**config.mk**
```make
export PLATFORM = sky130hd
export DESIGN_NAME = muldiv_sequencer
export DESIGN_NICKNAME = d
export VERILOG_FILES = /design/src/rtl/muldiv_sequencer.sv
export SDC_FILE = /design/constraint.sdc
export NUM_CORES = 1
export LEC_CHECK = 0
export BUFFER_PORTS_ARGS = -buffer_cell sky130_fd_sc_hd__buf_2
export CORE_AREA = 2 2 180 182
export CTS_BUF_LIST = sky130_fd_sc_hd__clkbuf_8
export CTS_CLUSTER_DIAMETER = 80
export DETAILED_ROUTE_END_ITERATION = 10
export DIE_AREA = 0 0 182 184
export SYNTH_ARGS = -nofsm -noshare
export SYNTH_HDL_FRONTEND = slang
export SYNTH_SLANG_ARGS = --single-unit
```
**constraint.sdc**
```tcl
create_clock -name clk -period 5.3 [get_ports clk]
set_clock_uncertainty 0.2 [all_clocks]
set_input_delay 0.795 -clock clk [delete_from_list [all_inputs] [get_ports clk]]
set_output_delay 0.795 -clock clk [all_outputs]
set_load 0.02 [all_outputs]
```
**src/rtl/muldiv_sequencer.sv**
```systemverilog
// ---------------------------------------------------------------------------
// muldiv_sequencer
//
// Schedules the shared multiply/divide units (MULT, MULTU, DIV, DIVU) on
// behalf of the multicycle controller. An accepted operation has its operands
// latched. The sequencer then fires a one-cycle start into the selected unit,
// waits for that unit to finish, and writes HI/LO in a single cycle. The
// controller is stalled (md_busy) for the whole sequence.
//
// Ports:
//   clk, rst                     clock (rising edge), async active-high reset
//   op_valid, op_sel[1:0]        request and opcode (00 MULT, 01 MULTU,
//                                10 DIV, 11 DIVU)
//   rs_value, rt_value [31:0]    operands, captured on accept
//   abort                        cancel current operation (exception/eret)
//   op_ready, md_busy            idle indication / controller stall
//   unit_a, unit_b [31:0]        latched operands fanned out to all units
//   mul_start .. divu_start      one-cycle start pulses, one per unit
//   mul_done, mulu_done          multiplier completion pulses
//   div_busy, divu_busy          divider busy levels
//   mul_z, mulu_z [63:0]         multiplier products
//   div_q/div_r, divu_q/divu_r   divider quotient / remainder
//   hi_wdata, lo_wdata [31:0]    HI/LO write data (hold last written value)
//   hi_ena, lo_ena               HI/LO write enables
//   op_done                      pulse on the HI/LO write cycle
//   op_err                       pulse when the completion timeout fires
// ---------------------------------------------------------------------------
module muldiv_sequencer #(
  parameter int TIMEOUT = 64,
  parameter int CNT_W   = 8
) (
  input  logic        clk,
  input  logic        rst,
  input  logic        op_valid,
  input  logic [1:0]  op_sel,
  input  logic [31:0] rs_value,
  input  logic [31:0] rt_value,
  input  logic        abort,
  output logic        op_ready,
  output logic        md_busy,
  output logic [31:0] unit_a,
  output logic [31:0] unit_b,
  output logic        mul_start,
  output logic        mulu_start,
  output logic        div_start,
  output logic        divu_start,
  input  logic        mul_done,
  input  logic        mulu_done,
  input  logic        div_busy,
  input  logic        divu_busy,
  input  logic [63:0] mul_z,
  input  logic [63:0] mulu_z,
  input  logic [31:0] div_q,
  input  logic [31:0] div_r,
  input  logic [31:0] divu_q,
  input  logic [31:0] divu_r,
  output logic [31:0] hi_wdata,
  output logic [31:0] lo_wdata,
  output logic        hi_ena,
  output logic        lo_ena,
  output logic        op_done,
  output logic        op_err
);

  typedef enum logic [2:0] {
    ST_IDLE  = 3'd0,
    ST_ISSUE = 3'd1,
    ST_WAIT  = 3'd2,
    ST_WRITE = 3'd3,
    ST_DRAIN = 3'd4
  } state_t;

  // The counter is cleared in ISSUE and counts WAIT/DRAIN cycles; the
  // timeout fires in the cycle where it would step to TIMEOUT.
  localparam logic [CNT_W-1:0] CNT_LAST = CNT_W'(TIMEOUT - 1);

  state_t            state_reg, state_next;
  logic [1:0]        op_reg, op_next;
  logic [31:0]       a_reg, a_next;
  logic [31:0]       b_reg, b_next;
  logic [CNT_W-1:0]  cnt_reg, cnt_next;
  logic              seen_busy_reg, seen_busy_next;
  logic [31:0]       res_hi_reg, res_hi_next;
  logic [31:0]       res_lo_reg, res_lo_next;

  logic              is_div;
  logic              unit_busy;
  logic              unit_done;
  logic              complete;
  logic              timeout_hit;
  logic              issue_fire;
  logic              write_fire;
  logic              err_fire;
  logic [31:0]       result_hi;
  logic [31:0]       result_lo;
  logic [3:0]        start_vec;

  // ---------------------------------------------------------------------
  // Completion detection for the unit selected by the latched opcode.
  // Multipliers signal with a done pulse. Dividers only expose a busy
  // level, so completion is the first low sample after busy was seen
  // high; this ignores the low level before the divider picks up its start.
  // ---------------------------------------------------------------------
  assign is_div      = op_reg[1];
  assign unit_busy   = op_reg[0] ? divu_busy : div_busy;
  assign unit_done   = op_reg[0] ? mulu_done : mul_done;
  assign complete    = is_div ? (seen_busy_reg && !unit_busy) : unit_done;
  assign timeout_hit = (cnt_reg == CNT_LAST);

  always_comb begin
    result_hi = 32'd0;
    result_lo = 32'd0;
    case (op_reg)
      2'b00: begin
        result_hi = mul_z[63:32];
        result_lo = mul_z[31:0];
      end
      2'b01: begin
        result_hi = mulu_z[63:32];
        result_lo = mulu_z[31:0];
      end
      2'b10: begin
        result_hi = div_r;
        result_lo = div_q;
      end
      default: begin
        result_hi = divu_r;
        result_lo = divu_q;
      end
    endcase
  end

  // Start pulses: one per unit, only in ISSUE and only if not aborted.
  assign issue_fire = (state_reg == ST_ISSUE) && !abort;

  generate
    for (genvar gi = 0; gi < 4; gi++) begin : g_start
      assign start_vec[gi] = issue_fire && (op_reg == 2'(gi));
    end
  endgenerate

  assign mul_start  = start_vec[0];
  assign mulu_start = start_vec[1];
  assign div_start  = start_vec[2];
  assign divu_start = start_vec[3];

  // HI/LO write happens only in WRITE; an abort there cancels it.
  assign write_fire = (state_reg == ST_WRITE) && !abort;
  assign hi_ena     = write_fire;
  assign lo_ena     = write_fire;
  assign op_done    = write_fire;
  assign op_err     = err_fire;

  // The result registers only change on entry to WRITE, so they double as
  // the write data that holds its value outside the write cycle.
  assign hi_wdata   = res_hi_reg;
  assign lo_wdata   = res_lo_reg;

  assign op_ready   = (state_reg == ST_IDLE);
  assign md_busy    = !op_ready;
  assign unit_a     = a_reg;
  assign unit_b     = b_reg;

  // ---------------------------------------------------------------------
  // State register
  // ---------------------------------------------------------------------
  always_ff @(posedge clk or posedge rst) begin
    if (rst) begin
      state_reg     <= ST_IDLE;
      op_reg        <= 2'b00;
      a_reg         <= 32'd0;
      b_reg         <= 32'd0;
      cnt_reg       <= '0;
      seen_busy_reg <= 1'b0;
      res_hi_reg    <= 32'd0;
      res_lo_reg    <= 32'd0;
    end else begin
      state_reg     <= state_next;
      op_reg        <= op_next;
      a_reg         <= a_next;
      b_reg         <= b_next;
      cnt_reg       <= cnt_next;
      seen_busy_reg <= seen_busy_next;
      res_hi_reg    <= res_hi_next;
      res_lo_reg    <= res_lo_next;
    end
  end

  // ---------------------------------------------------------------------
  // Next-state logic
  // ---------------------------------------------------------------------
  always_comb begin
    state_next     = state_reg;
    op_next        = op_reg;
    a_next         = a_reg;
    b_next         = b_reg;
    cnt_next       = cnt_reg;
    seen_busy_next = seen_busy_reg;
    res_hi_next    = res_hi_reg;
    res_lo_next    = res_lo_reg;
    err_fire       = 1'b0;

    case (state_reg)
      ST_IDLE: begin
        // An abort in IDLE also blocks acceptance for that cycle.
        if (op_valid && !abort) begin
          op_next = op_sel;
          a_next  = rs_value;
          b_next  = rt_value;
          if (op_sel[1] && (rt_value == 32'd0)) begin
            // Divide by zero: the dividers are never started; the
            // architected result is HI=dividend, LO=all ones.
            res_hi_next = rs_value;
            res_lo_next = 32'hFFFF_FFFF;
            state_next  = ST_WRITE;
          end else begin
            state_next  = ST_ISSUE;
          end
        end
      end

      ST_ISSUE: begin
        cnt_next       = '0;
        seen_busy_next = 1'b0;
        state_next     = abort ? ST_IDLE : ST_WAIT;
      end

      ST_WAIT: begin
        cnt_next       = cnt_reg + 1'b1;
        seen_busy_next = seen_busy_reg | unit_busy;
        if (abort) begin
          // If the unit finishes (or times out) in the same cycle there is
          // nothing left to drain.
          state_next = (complete || timeout_hit) ? ST_IDLE : ST_DRAIN;
        end else if (complete) begin
          res_hi_next = result_hi;
          res_lo_next = result_lo;
          state_next  = ST_WRITE;
        end else if (timeout_hit) begin
          err_fire   = 1'b1;
          state_next = ST_IDLE;
        end
      end

      ST_WRITE: begin
        state_next = ST_IDLE;
      end

      ST_DRAIN: begin
        // Keep the controller stalled until the cancelled unit is quiet so
        // it is never restarted mid-computation. The timeout budget carries
        // over from WAIT.
        cnt_next       = cnt_reg + 1'b1;
        seen_busy_next = seen_busy_reg | unit_busy;
        if (complete || timeout_hit) begin
          state_next = ST_IDLE;
        end
      end

      default: begin
        state_next = ST_IDLE;
      end
    endcase
  end

endmodule
```
-- After elaboration in Yosys (flattened, before gate mapping)
Index checks and enable logic that the tools add are counted.
- output and inout port bits: 138
- flip-flop bits (word level): 142
- bits of input ports: 330
- multiplexer cells: 30
- reduce and logical (&&, ||, !) cells: 22
- bitwise operators: 1
- add/sub/neg operators: 1
- equality and inequality tests: 14
- operators by type and width (operator ; number):
    32-bit two-way mux ; 8
    32-bit one-hot mux with 3 select lines ; 2
    32-bit one-hot mux with 2 select lines ; 2
    32-bit logical NOT ; 1
    3-bit two-way mux ; 6
    8-bit one-hot mux with 2 select lines ; 1
    3-bit one-hot mux with 4 select lines ; 1
    1-bit logical AND ; 9
    8-bit by 1-bit adder with 8-bit output (second input constant) ; 1
    8-bit by 6-bit == test with 1-bit output (second input constant) ; 1
    1-bit two-way mux ; 7
    3-bit by 2-bit == test with 1-bit output (second input constant) ; 2
    2-bit != test (second input constant) ; 3
    5-bit AND reduction ; 1
    2-bit == test (second input constant) ; 2
    2-bit two-way mux ; 2
    2-bit by 1-bit != test with 1-bit output (second input constant) ; 2
    4-bit != test (second input constant) ; 1
    2-bit nonzero test ; 2
    3-bit by 1-bit == test with 1-bit output (second input constant) ; 1
    3-bit == test (second input constant) ; 1
    1-bit logical NOT ; 3
    3-bit logical NOT ; 1
    3-bit AND reduction ; 1
    other kinds (7) ; 7

-- Depth between registers and ports, before layout
Gate-level depths: netlist (run 1).
- depth after elaboration: 8
- depth in mapped cells: 8
- depth with buffers taken out: 7

-- Least setup slack after synthesis (run 1)
OpenSTA, ideal clock, no wires.
- path kind: input -> output
- start: in abort
- end: out op_err
- buffers on the path: 0
- cell stages on the path: 3
- arrival time: 1.885 ns
- setup slack: 2.420 ns
- cells stage by stage: nor2_1 -> nand2_1 -> nor4b_1
- longest elaborated chain between the ends: 2
- ends and longest elaborated chain (element ; line ; RTL):
    start: declaration ; 38 ; input logic abort,
    1-bit two-way mux ; 231 ; if (abort) begin
    1-bit two-way mux ; 203 ; case (state_reg)
    end: declaration ; 62 ; output logic op_err
No other way between the ends.

-- Final worst setup path (run 1)
- start: reg state_reg[2]
- end: out md_busy
- longest elaborated chain between the ends: 2
- ends and longest elaborated chain (element ; line ; RTL):
    start: declaration ; 77 ; state_t state_reg, state_next;
    start signal: assignment ; 178 ; state_reg <= state_next;
    3-bit logical NOT ; 159 ; assign op_ready = (state_reg == ST_IDLE);
    1-bit logical NOT ; 160 ; assign md_busy = !op_ready;
    end: declaration ; 40 ; output logic md_busy,
No other way between the ends.

==> results.sh, run 1 <==
export IMPL_cts_root_cell="clkbuf_8"
export IMPL_cts_buffers_inserted=17
export IMPL_routed_wirelength_mm=27.2
export IMPL_worst_setup_hold_path_clk_slew_ns=0.10
export IMPL_netlist_cell_type_count=43
export IMPL_worstPathArrival_ns=2.46
export IMPL_relative_slew_slack=0.226
export IMPL_finalSetupTns_ns=0
export IMPL_crit_path_max_fanout=15
export IMPL_critical_path_startpoint_type="flip-flop"
export IMPL_detailedPlacementHpwl_mm=21.0
export IMPL_synth_yosys_warnings=0
export IMPL_number_of_buffers_added_for_setup_after_cts=0
export IMPL_largest_net_degree_at_the_start_of_global_routing=56
export IMPL_power_leakage_uw=0.00553
export IMPL_antenna_violating_nets_post_route=0
export IMPL_cts_sinks=142
export IMPL_max_clock_freq_ghz=0.290
export IMPL_synth_async_reset_ratio=1.00
export IMPL_die_area_um2=33500
export IMPL_grt_antenna_before_repair=1
export IMPL_grtUsageTotal=0.158
export IMPL_fin_hold_ws_ns=0.200
export IMPL_clock_insertion_delay_worst_skew_ns=0.43
export IMPL_syn_inst=569
export IMPL_maximum_number_of_buffers_from_clock_root_to_sink=2
export IMPL_layout_worst_path_cycle_share=0.651
export IMPL_hold_viol=0
export IMPL_synth_area_um2=8220
export IMPL_synth_yosys_seq_area_share=0.432
export IMPL_die_h_um=184
export IMPL_syn2layout_area_growth_pct=37.0
export IMPL_worstMarginPinSlew_ns=1.16
export IMPL_ys_dominant_reg_cell="dfrtp_1"
export IMPL_synthesis_nets=900
export IMPL_floorplan_core_area_um2=31400
export IMPL_number_of_pins_exceeding_their_max_slew_limit_in_the_final_report=0
export IMPL_vias_per_cell=4.72
export IMPL_dieWidth_um=182
export IMPL_routed_via_count=6751
export IMPL_cap_viol_max_count=0
export IMPL_cts_hold_repair_buffers=0
export IMPL_power_density_nw_per_um2=469
export IMPL_final_gp_congestion=0.812
export IMPL_cts_resized_gates=0
export IMPL_rsz0062_at_grt="no"
export IMPL_syn_avg_cell_area_um2=14.4
export IMPL_first_pass_iteration_count_of_the_detailed_router=6
export IMPL_synth_seq_cells=142
export IMPL_wire_per_inst_um=19.0
export IMPL_number_of_synthesized_flops_with_an_enable_pin=0
export IMPL_crit_path_end_kind="output pin"
export IMPL_post_route_cells_drive_above_1_share=0.724
export IMPL_setup_viol=0
export IMPL_nNetsFinal=1346
export IMPL_placement_rows=65
export IMPL_outcome="complete, no violations"
export IMPL_start_util=0.262
export IMPL_filler_cell_count=3168
export IMPL_rrSetupSlack_ns=1.96
export IMPL_layout_min_cycle_time_ns=3.45
export IMPL_port_buffers=467
export IMPL_first_global_vias=7201
export IMPL_gr_total_overflow=0
export IMPL_numPlacedInstances=1398
export IMPL_fin_cells=1430
export IMPL_worst_setup_path_type="flip-flop to output pin"
export IMPL_ctsHtreeMaxLevel=4
export IMPL_worst_ep_required_time_ns=4.30
export IMPL_cts_tree="built"
export IMPL_irDropWorstVdd_uv=163
export IMPL_io_pin_count=468
export IMPL_first_iteration_detailed_routing_drc_count=217
export IMPL_first_pass_grt_wire_length_mm=40.7
export IMPL_min_path_type="input port to asynchronous set/reset pin"
export IMPL_antenna_cells=0
export IMPL_drc=0
-- layout make-up --
class	count	area, um2	area share
Tap cell	402	503	0.0446
Timing Repair Buffer	477	2410	0.214
Inverter	8	35.0	0.00311
Multi-Input combinational cell	369	4370	0.388
Clock inverter	15	150	0.0133
Sequential cell	142	3560	0.316
Clock buffer	17	234	0.0208
-- Yosys cell counts, drive strengths merged (2+ instances only) --
library cell | number | area, um2
nor3 | 2 | 10.0
nand3 | 5 | 25.0
nand4 | 5 | 31.3
dfrtp | 142 | 3550
buf | 28 | 193
nor4 | 9 | 56.3
a31oi | 3 | 18.8
or3 | 32 | 200
o221ai | 3 | 26.3
a2111oi | 2 | 17.5
nand2 | 18 | 67.6
o22ai | 9 | 62.6
inv | 7 | 26.3
clkbuf | 22 | 82.6
nor3b | 2 | 26.3
mux4 | 64 | 1440
a21oi | 11 | 66.3
nor4b | 2 | 17.5
nor2 | 21 | 78.8
a221oi | 3 | 26.3
a221o | 2 | 20.0
mux2 | 163 | 2060
-- routing by layer --
metal	track usage	vias up	share of wire
met2	0.299	310	0.53
li1	-	3089	-
met3	0.0363	17	0.066
met1	0.181	3333	0.39
met4	0.0329	2	0.011
met5	0	-	0.00040
-- cell usage in the layout, fill, tap and decap left out, types with 17 or more instances in the layout --
| cell | netlist | routed |
|---|---|---|
| or3_1 | 32 | 32 |
| clkbuf_8 | 0 | 17 |
| mux2_4 | 61 | 61 |
| mux2_2 | 102 | 102 |
| nand2_1 | 18 | 18 |
| nor2_1 | 21 | 20 |
| buf_2 | 13 | 467 |
| mux4_2 | 64 | 64 |
| dfrtp_1 | 142 | 140 |
-- power breakdown --
group	total, uW	internal, uW	switching (uW)
Clock	887	388	499
Combinational	2520	1260	1270
Sequential	1870	1520	356
-- kinds of logic after synthesis --
logic type	count (synthesis)	synth area share
buffers and inverters	58	0.0371
flip-flops	142	0.432
multiplexers	228	0.428
XOR/XNOR	1	0.00107
AND/OR/NAND/NOR	99	0.0647
adder cells (fa/ha/maj)	1	0.00152
AO/OA/AOI/OAI	40	0.0358
-- through the flow --
step	total power, uW	instance area (um2)	util	setup WS [ns]
after floorplan	3570	8220	-	0.495
after global placement	4420	10900	0.347	1.98
after detailed placement	4460	10900	0.347	1.92
after CTS	5380	11300	0.359	1.72
after global routing	5620	11300	0.359	1.55
final	5290	11300	0.359	1.85
-- critical path, stage by stage, from the launching register on --
cell and delay (ns):
dfrtp_1 0.64, clkinv_1 0.38, nand2_1 0.54, nor2_1 0.14, inv_1 0.12, buf_2 0.21
-- path summary, 6_finish.rpt --
path | startpoint | cells past startpoint | endpoint
max in group asynchronous | rst | 3 | op_reg[1]
worst min register to register | unit_a[21] | 1 | unit_a[21]
min in group clk | unit_a[21] | 1 | unit_a[21]
worst max-delay path | state_reg[2] | 5 | md_busy
worst min-delay path | rst | 2 | hi_wdata[15]
worst max register to register | state_reg[0] | 5 | hi_wdata[21]
Power figures use the tool's default switching activity.
==> inputs of run 2 (changes only) <==
==> constraint.sdc (replaced) <==
create_clock -name clk -period 3.35 [get_ports clk]
set_clock_uncertainty 0.2 [all_clocks]
set_input_delay 0.5025 -clock clk [delete_from_list [all_inputs] [get_ports clk]]
set_output_delay 0.5025 -clock clk [all_outputs]
set_load 0.02 [all_outputs]
==> run 2 against run 1 <==
  * Non-clock buffer count up 9
  * Global-route usage up 0.17 points
  * Largest power group unchanged
  * Utilization up 0.52 points
  * Die area unchanged
  * Register-to-register slack worse by 1.4 ns
  * Largest cell class unchanged
  * Critical endpoint unchanged
  * Critical path depth up 1
  * Worst setup slack worse by 1.5 ns
  * Highest routed layer unchanged
  * Sequential cell count unchanged
==> results.sh, run 2 (synthesized netlist as in run 1, its figures left out) <==
export IMPL_cts_buffers_inserted=17
export IMPL_r2r_start="op_reg[0]"
export IMPL_commonest_cells_after_routing_fill_and_taps_aside="buf_2, dfrtp_1, mux2_2"
export IMPL_min_path_type="input port to flip-flop"
export IMPL_final_gp_congestion=0.789
export IMPL_power_leakage_uw=0.00561
export IMPL_die_area_um2=33500
export IMPL_clock_insertion_delay_worst_skew_ns=0.47
export IMPL_dieWidth_um=182
export IMPL_placement_rows=65
export IMPL_ctsHtreeMaxLevel=4
export IMPL_vias_per_cell=4.72
export IMPL_timing_critical_path_max_delay_family="buffers and inverters"
export IMPL_nNetsFinal=1355
export IMPL_first_iteration_detailed_routing_drc_count=162
export IMPL_rsz0062_at_grt="no"
export IMPL_die_h_um=184
export IMPL_port_buffers=467
export IMPL_post_route_cells_drive_above_1_share=0.726
export IMPL_first_pass_iteration_count_of_the_detailed_router=4
export IMPL_worst_hold_startpoint="abort"
export IMPL_start_util=0.262
export IMPL_crit_path_max_fanout=20
export IMPL_first_pass_grt_wire_length_mm=40.8
export IMPL_place_ws_ns=0.547
export IMPL_setup_viol=0
export IMPL_filler_cell_count=3172
export IMPL_hold_path_depth=2
export IMPL_cts_sinks=142
export IMPL_finalSetupTns_ns=0
export IMPL_io_pin_count=468
export IMPL_maximum_number_of_buffers_from_clock_root_to_sink=2
export IMPL_worst_ep_required_time_ns=2.65
export IMPL_crit_buf_inv=4
export IMPL_outcome="complete, no violations"
export IMPL_timing_critical_path_slowest_stage_cell="dfrtp_1"
export IMPL_multiInputGateArea_um2=4380
export IMPL_detailedPlacementHpwl_mm=21.4
export IMPL_rrSetupSlack_ns=0.56
export IMPL_largest_net_degree_at_the_start_of_global_routing=71
export IMPL_worstMarginPinSlew_ns=0.976
export IMPL_routed_via_count=6803
export IMPL_cts_root_cell="clkbuf_8"
export IMPL_wire_per_inst_um=18.9
export IMPL_cap_viol_max_count=0
export IMPL_power_density_nw_per_um2=740
export IMPL_hold_viol=0
export IMPL_timing_hold_worst_endpoint="state_reg[0]"
export IMPL_syn2layout_area_growth_pct=39.0
export IMPL_critical_path_startpoint_type="flip-flop"
export IMPL_routed_wirelength_mm=27.2
export IMPL_gr_total_overflow=0
export IMPL_worst_setup_hold_path_clk_slew_ns=0.08
export IMPL_max_clock_freq_ghz=0.329
export IMPL_antenna_violating_nets_post_route=0
export IMPL_critical_path_max_stage_delay_ns=0.65
export IMPL_floorplan_core_area_um2=31400
export IMPL_cp_cell_sequence="clkinv_1 > nand2_1 > buf_4 > nor2_1 > inv_1 > buf_2"
export IMPL_first_global_vias=7283
export IMPL_irDropWorstVdd_uv=275
export IMPL_worst_setup_path_type="flip-flop to output pin"
export IMPL_cts_tree="built"
export IMPL_number_of_buffers_added_for_setup_after_cts=0
export IMPL_layout_min_cycle_time_ns=3.04
export IMPL_worstPathArrival_ns=2.33
export IMPL_crit_path_end_kind="output pin"
export IMPL_layout_worst_path_cycle_share=0.906
export IMPL_most_common_cell_after_layout_fill_and_taps_aside="buf_2"
export IMPL_r2r_cells=6
export IMPL_r2r_end="hi_wdata[31]"
export IMPL_grtUsageTotal=0.160
export IMPL_setup_ws_ns=0.315
export IMPL_relative_slew_slack=0.349
export IMPL_grt_antenna_before_repair=3
export IMPL_drc=0
export IMPL_sequential_cell_area_um2=3560
export IMPL_number_of_pins_exceeding_their_max_slew_limit_in_the_final_report=0
run 2: where the power goes:
part           leakage [uW]  internal [uW]  switching (uW)
combinational       0.00363           2020            2100
sequential          0.00177           2400             441
clock              0.000210            712             774
run 2: worst max path at each step:
stage / to / startpoint / depth (start not counted) / slack [ns]
floorplan: op_err / cnt_reg[0] / 4 / 0.83
global placement: hi_wdata[31] / op_reg[0] / 6 / 0.58
detailed placement: hi_wdata[31] / op_reg[0] / 6 / 0.55
CTS: op_err / cnt_reg[0] / 5 / 0.11
global route: op_err / cnt_reg[0] / 5 / 0.03
finish: md_busy / state_reg[2] / 6 / 0.31
run 2: per-layer routing:
| layer | vias to the layer above | global-route usage | wire length [um] |
|---|---|---|---|
| li1 | 3107 | - | - |
| met1 | 3358 | 0.180 | 10500 |
| met2 | 302 | 0.299 | 14600 |
| met3 | 32 | 0.0406 | 1750 |
| met4 | 4 | 0.0432 | 383 |
| met5 | - | 0 | 27 |
run 2: stage by stage:
step / power (uW) / instance area [um2] / hold slack, ns / std cells / utilization
floorplan: 5650 / 8230 / 0.299 / 569 / -
global placement: 6990 / 11000 / 0.283 / 1406 / 0.350
detailed placement: 7050 / 11000 / 0.287 / 1406 / 0.350
CTS: 8600 / 11400 / 0.00471 / 1439 / 0.364
finish: 8460 / 11400 / 0.0528 / 1440 / 0.364
global route: 8960 / 11400 / 0.00989 / 1440 / 0.364
run 2: cell type report:
| cell class | instances | area share |
|---|---|---|
| antenna | 1 | 0.000219 |
| clock buffer | 18 | 0.0217 |
| multi-input combinational | 369 | 0.383 |
| tap | 402 | 0.0440 |
| clock inverter | 14 | 0.0150 |
| sequential | 142 | 0.312 |
| inverter | 8 | 0.00296 |
| timing repair buffer | 486 | 0.222 |
run 2: repair_timing:
action | in CTS | in global routing
hold buffers | 1 | 0
gates resized for setup | 0 | 1
endpoints found under the hold margin | 14 | 0
endpoints found under the setup margin | 0 | 1
==> inputs of run 3 (changes only) <==
--- a/config.mk
+++ b/config.mk
@@ -6,11 +6,12 @@
 export NUM_CORES = 1
 export LEC_CHECK = 0
 export BUFFER_PORTS_ARGS = -buffer_cell sky130_fd_sc_hd__buf_2
-export CORE_AREA = 2 2 180 182
+export CORE_AREA = 2 2 181 183
 export CTS_BUF_LIST = sky130_fd_sc_hd__clkbuf_8
 export CTS_CLUSTER_DIAMETER = 80
 export DETAILED_ROUTE_END_ITERATION = 10
-export DIE_AREA = 0 0 182 184
+export DIE_AREA = 0 0 183 185
+export SKIP_CTS_REPAIR_TIMING = 1
 export SYNTH_ARGS = -nofsm -noshare
 export SYNTH_HDL_FRONTEND = slang
 export SYNTH_SLANG_ARGS = --single-unit
==> run 3 against run 2 <==
  * Non-clock buffer count shrank 3
  * Utilization shrank 0.85 points
  * Sequential power is essentially flat
  * Hold slack gained 0.026 ns
  * Combinational power is essentially flat
  * Global-route usage shrank 0.71 points
  * Register-to-register slack gained 0.15 ns
  * Via count shrank 0.19%
  * Die area grew 1.1%
  * Highest routed layer is now met4
==> results.sh, run 3 (synthesized netlist as in run 1, its figures left out) <==
export IMPL_numPlacedInstances=1409
export IMPL_worst_setup_hold_path_clk_slew_ns=0.08
export IMPL_report_power_total_uw=8400
export IMPL_timing_critical_path_max_delay_family="simple AND/OR/NAND/NOR gates"
export IMPL_final_gp_congestion=0.814
export IMPL_crit_path_max_fanout=7
export IMPL_die_h_um=185
export IMPL_finalSetupTns_ns=0
export IMPL_worst_setup_path_type="flip-flop to output pin"
export IMPL_grt_antenna_before_repair=0
export IMPL_antenna_violating_nets_post_route=0
export IMPL_cts_sinks=142
export IMPL_syn2layout_area_growth_pct=38.5
export IMPL_fin_cells=1442
export IMPL_number_of_pins_exceeding_their_max_slew_limit_in_the_final_report=0
export IMPL_irDropWorstVdd_uv=343
export IMPL_timing_critical_path_slowest_stage_cell="dfrtp_1"
export IMPL_wire_per_inst_um=18.4
export IMPL_globalRoute_busiestLayer="met2"
export IMPL_detailed_place_area_um2=11000
export IMPL_worst_ep_required_time_ns=2.65
export IMPL_cap_viol_max_count=0
export IMPL_worstMarginPinSlew_ns=1.09
export IMPL_maximum_number_of_buffers_from_clock_root_to_sink=2
export IMPL_first_pass_iteration_count_of_the_detailed_router=4
export IMPL_sequential_cell_area_um2=3560
export IMPL_gr_total_overflow=0
export IMPL_max_clock_freq_ghz=0.335
export IMPL_antenna_cells=0
export IMPL_p_switching_uw=3300
export IMPL_cts_root_cell="clkbuf_8"
export IMPL_power_leakage_uw=0.00559
export IMPL_first_iteration_detailed_routing_drc_count=171
export IMPL_relative_slew_slack=0.275
export IMPL_most_common_cell_after_layout_fill_and_taps_aside="buf_2"
export IMPL_detailedPlacementHpwl_mm=20.2
export IMPL_post_route_cell_area_um2=11400
export IMPL_post_route_cells_drive_above_1_share=0.723
export IMPL_routed_wirelength_mm=26.6
export IMPL_multiInputGateArea_um2=4370
export IMPL_filler_cell_count=3242
export IMPL_rsz0062_at_grt="no"
export IMPL_gr_usage_met2=0.282
export IMPL_floorplan_core_area_um2=32000
export IMPL_cp_cell_sequence="ha_1 > nand3_1 > nor4_1 > nor4b_1 > buf_2"
export IMPL_nNetsFinal=1352
export IMPL_part_of_the_total_power_dissipated_in_combinational_logic=0.494
export IMPL_ctsHtreeMaxLevel=4
export IMPL_critical_path_startpoint_type="flip-flop"
export IMPL_cts_tree="built"
export IMPL_layout_min_cycle_time_ns=2.98
export IMPL_cts_buffers_inserted=17
export IMPL_grtUsageMet1=0.176
export IMPL_first_global_vias=6968
export IMPL_largest_net_degree_at_the_start_of_global_routing=67
export IMPL_p_int_uw=5100
export IMPL_outcome="complete, no violations"
export IMPL_first_pass_grt_wire_length_mm=39.5
export IMPL_crit_path_end_kind="output pin"
export IMPL_layout_worst_path_cycle_share=0.890
export IMPL_swShare=0.393
export IMPL_worstPathArrival_ns=2.28
export IMPL_start_util=0.257
export IMPL_clock_insertion_delay_worst_skew_ns=0.46
export IMPL_crit_buf_inv=1
export IMPL_power_density_nw_per_um2=738
export IMPL_setup_viol=0
export IMPL_vias_per_cell=4.71
export IMPL_hold_viol=0
export IMPL_use_met3=0.0370
export IMPL_commonest_cells_after_routing_fill_and_taps_aside="buf_2, dfrtp_1, mux2_2"
export IMPL_drc=0
export IMPL_power_sequential_fraction=0.337
export IMPL_placement_rows=66
export IMPL_critical_path_max_stage_delay_ns=0.46
export IMPL_port_buffers=467
export IMPL_die_area_um2=33900
export IMPL_grtUsageTotal=0.153
export IMPL_routed_via_count=6790
export IMPL_min_path_type="input port to flip-flop"
export IMPL_clkPwrFrac=0.169
export IMPL_dieWidth_um=183
export IMPL_io_pin_count=468
## run 3: per-layer routing
| metal | routed length (um) | up-vias |
|---|---|---|
| met1 | 10500 | 3375 |
| met2 | 14000 | 294 |
| met5 | 0 | - |
| met3 | 1720 | 19 |
| li1 | - | 3102 |
| met4 | 364 | 0 |
## run 3: metrics by stage
step	util	hold WS [ns]	setup WS [ns]
after floorplan	-	0.299	0.829
after global placement	0.343	0.283	0.716
after detailed placement	0.343	0.287	0.691
after CTS	0.355	-0.127	0.282
after global routing	0.356	0.0405	0.0989
final	0.356	0.0784	0.368
## run 3: path summary, 6_finish.rpt
kind / start / end / slack, ns / cells after the start
hold / removal: abort / state_reg[0] / 0.08 / 2
setup reg to reg: op_reg[0] / hi_wdata[31] / 0.71 / 6
setup / recovery: cnt_reg[0] / op_err / 0.37 / 5
max in group asynchronous: rst / hi_wdata[14] / 1.65 / 4
min in group asynchronous: rst / unit_a[7] / 0.45 / 3
hold reg to reg: unit_b[1] / unit_b[1] / 0.30 / 1
## run 3: power by group through the flow
stage	logic, uW	registers (uW)	clock network (uW)
global route	4420	2930	1570
detailed placement	4210	2860	0
global placement	4170	2840	0
CTS	4210	2840	1490
floorplan	2050	3600	0
finish	4150	2830	1420
## run 3: area by class of cell
| class | instances | share of cell area |
|---|---|---|
| Multi-Input combinational cell | 369 | 0.384 |
| Timing Repair Buffer | 483 | 0.221 |
| Clock inverter | 15 | 0.0139 |
| Clock buffer | 17 | 0.0205 |
| Sequential cell | 142 | 0.313 |
| Inverter | 8 | 0.00297 |
| Tap cell | 408 | 0.0448 |
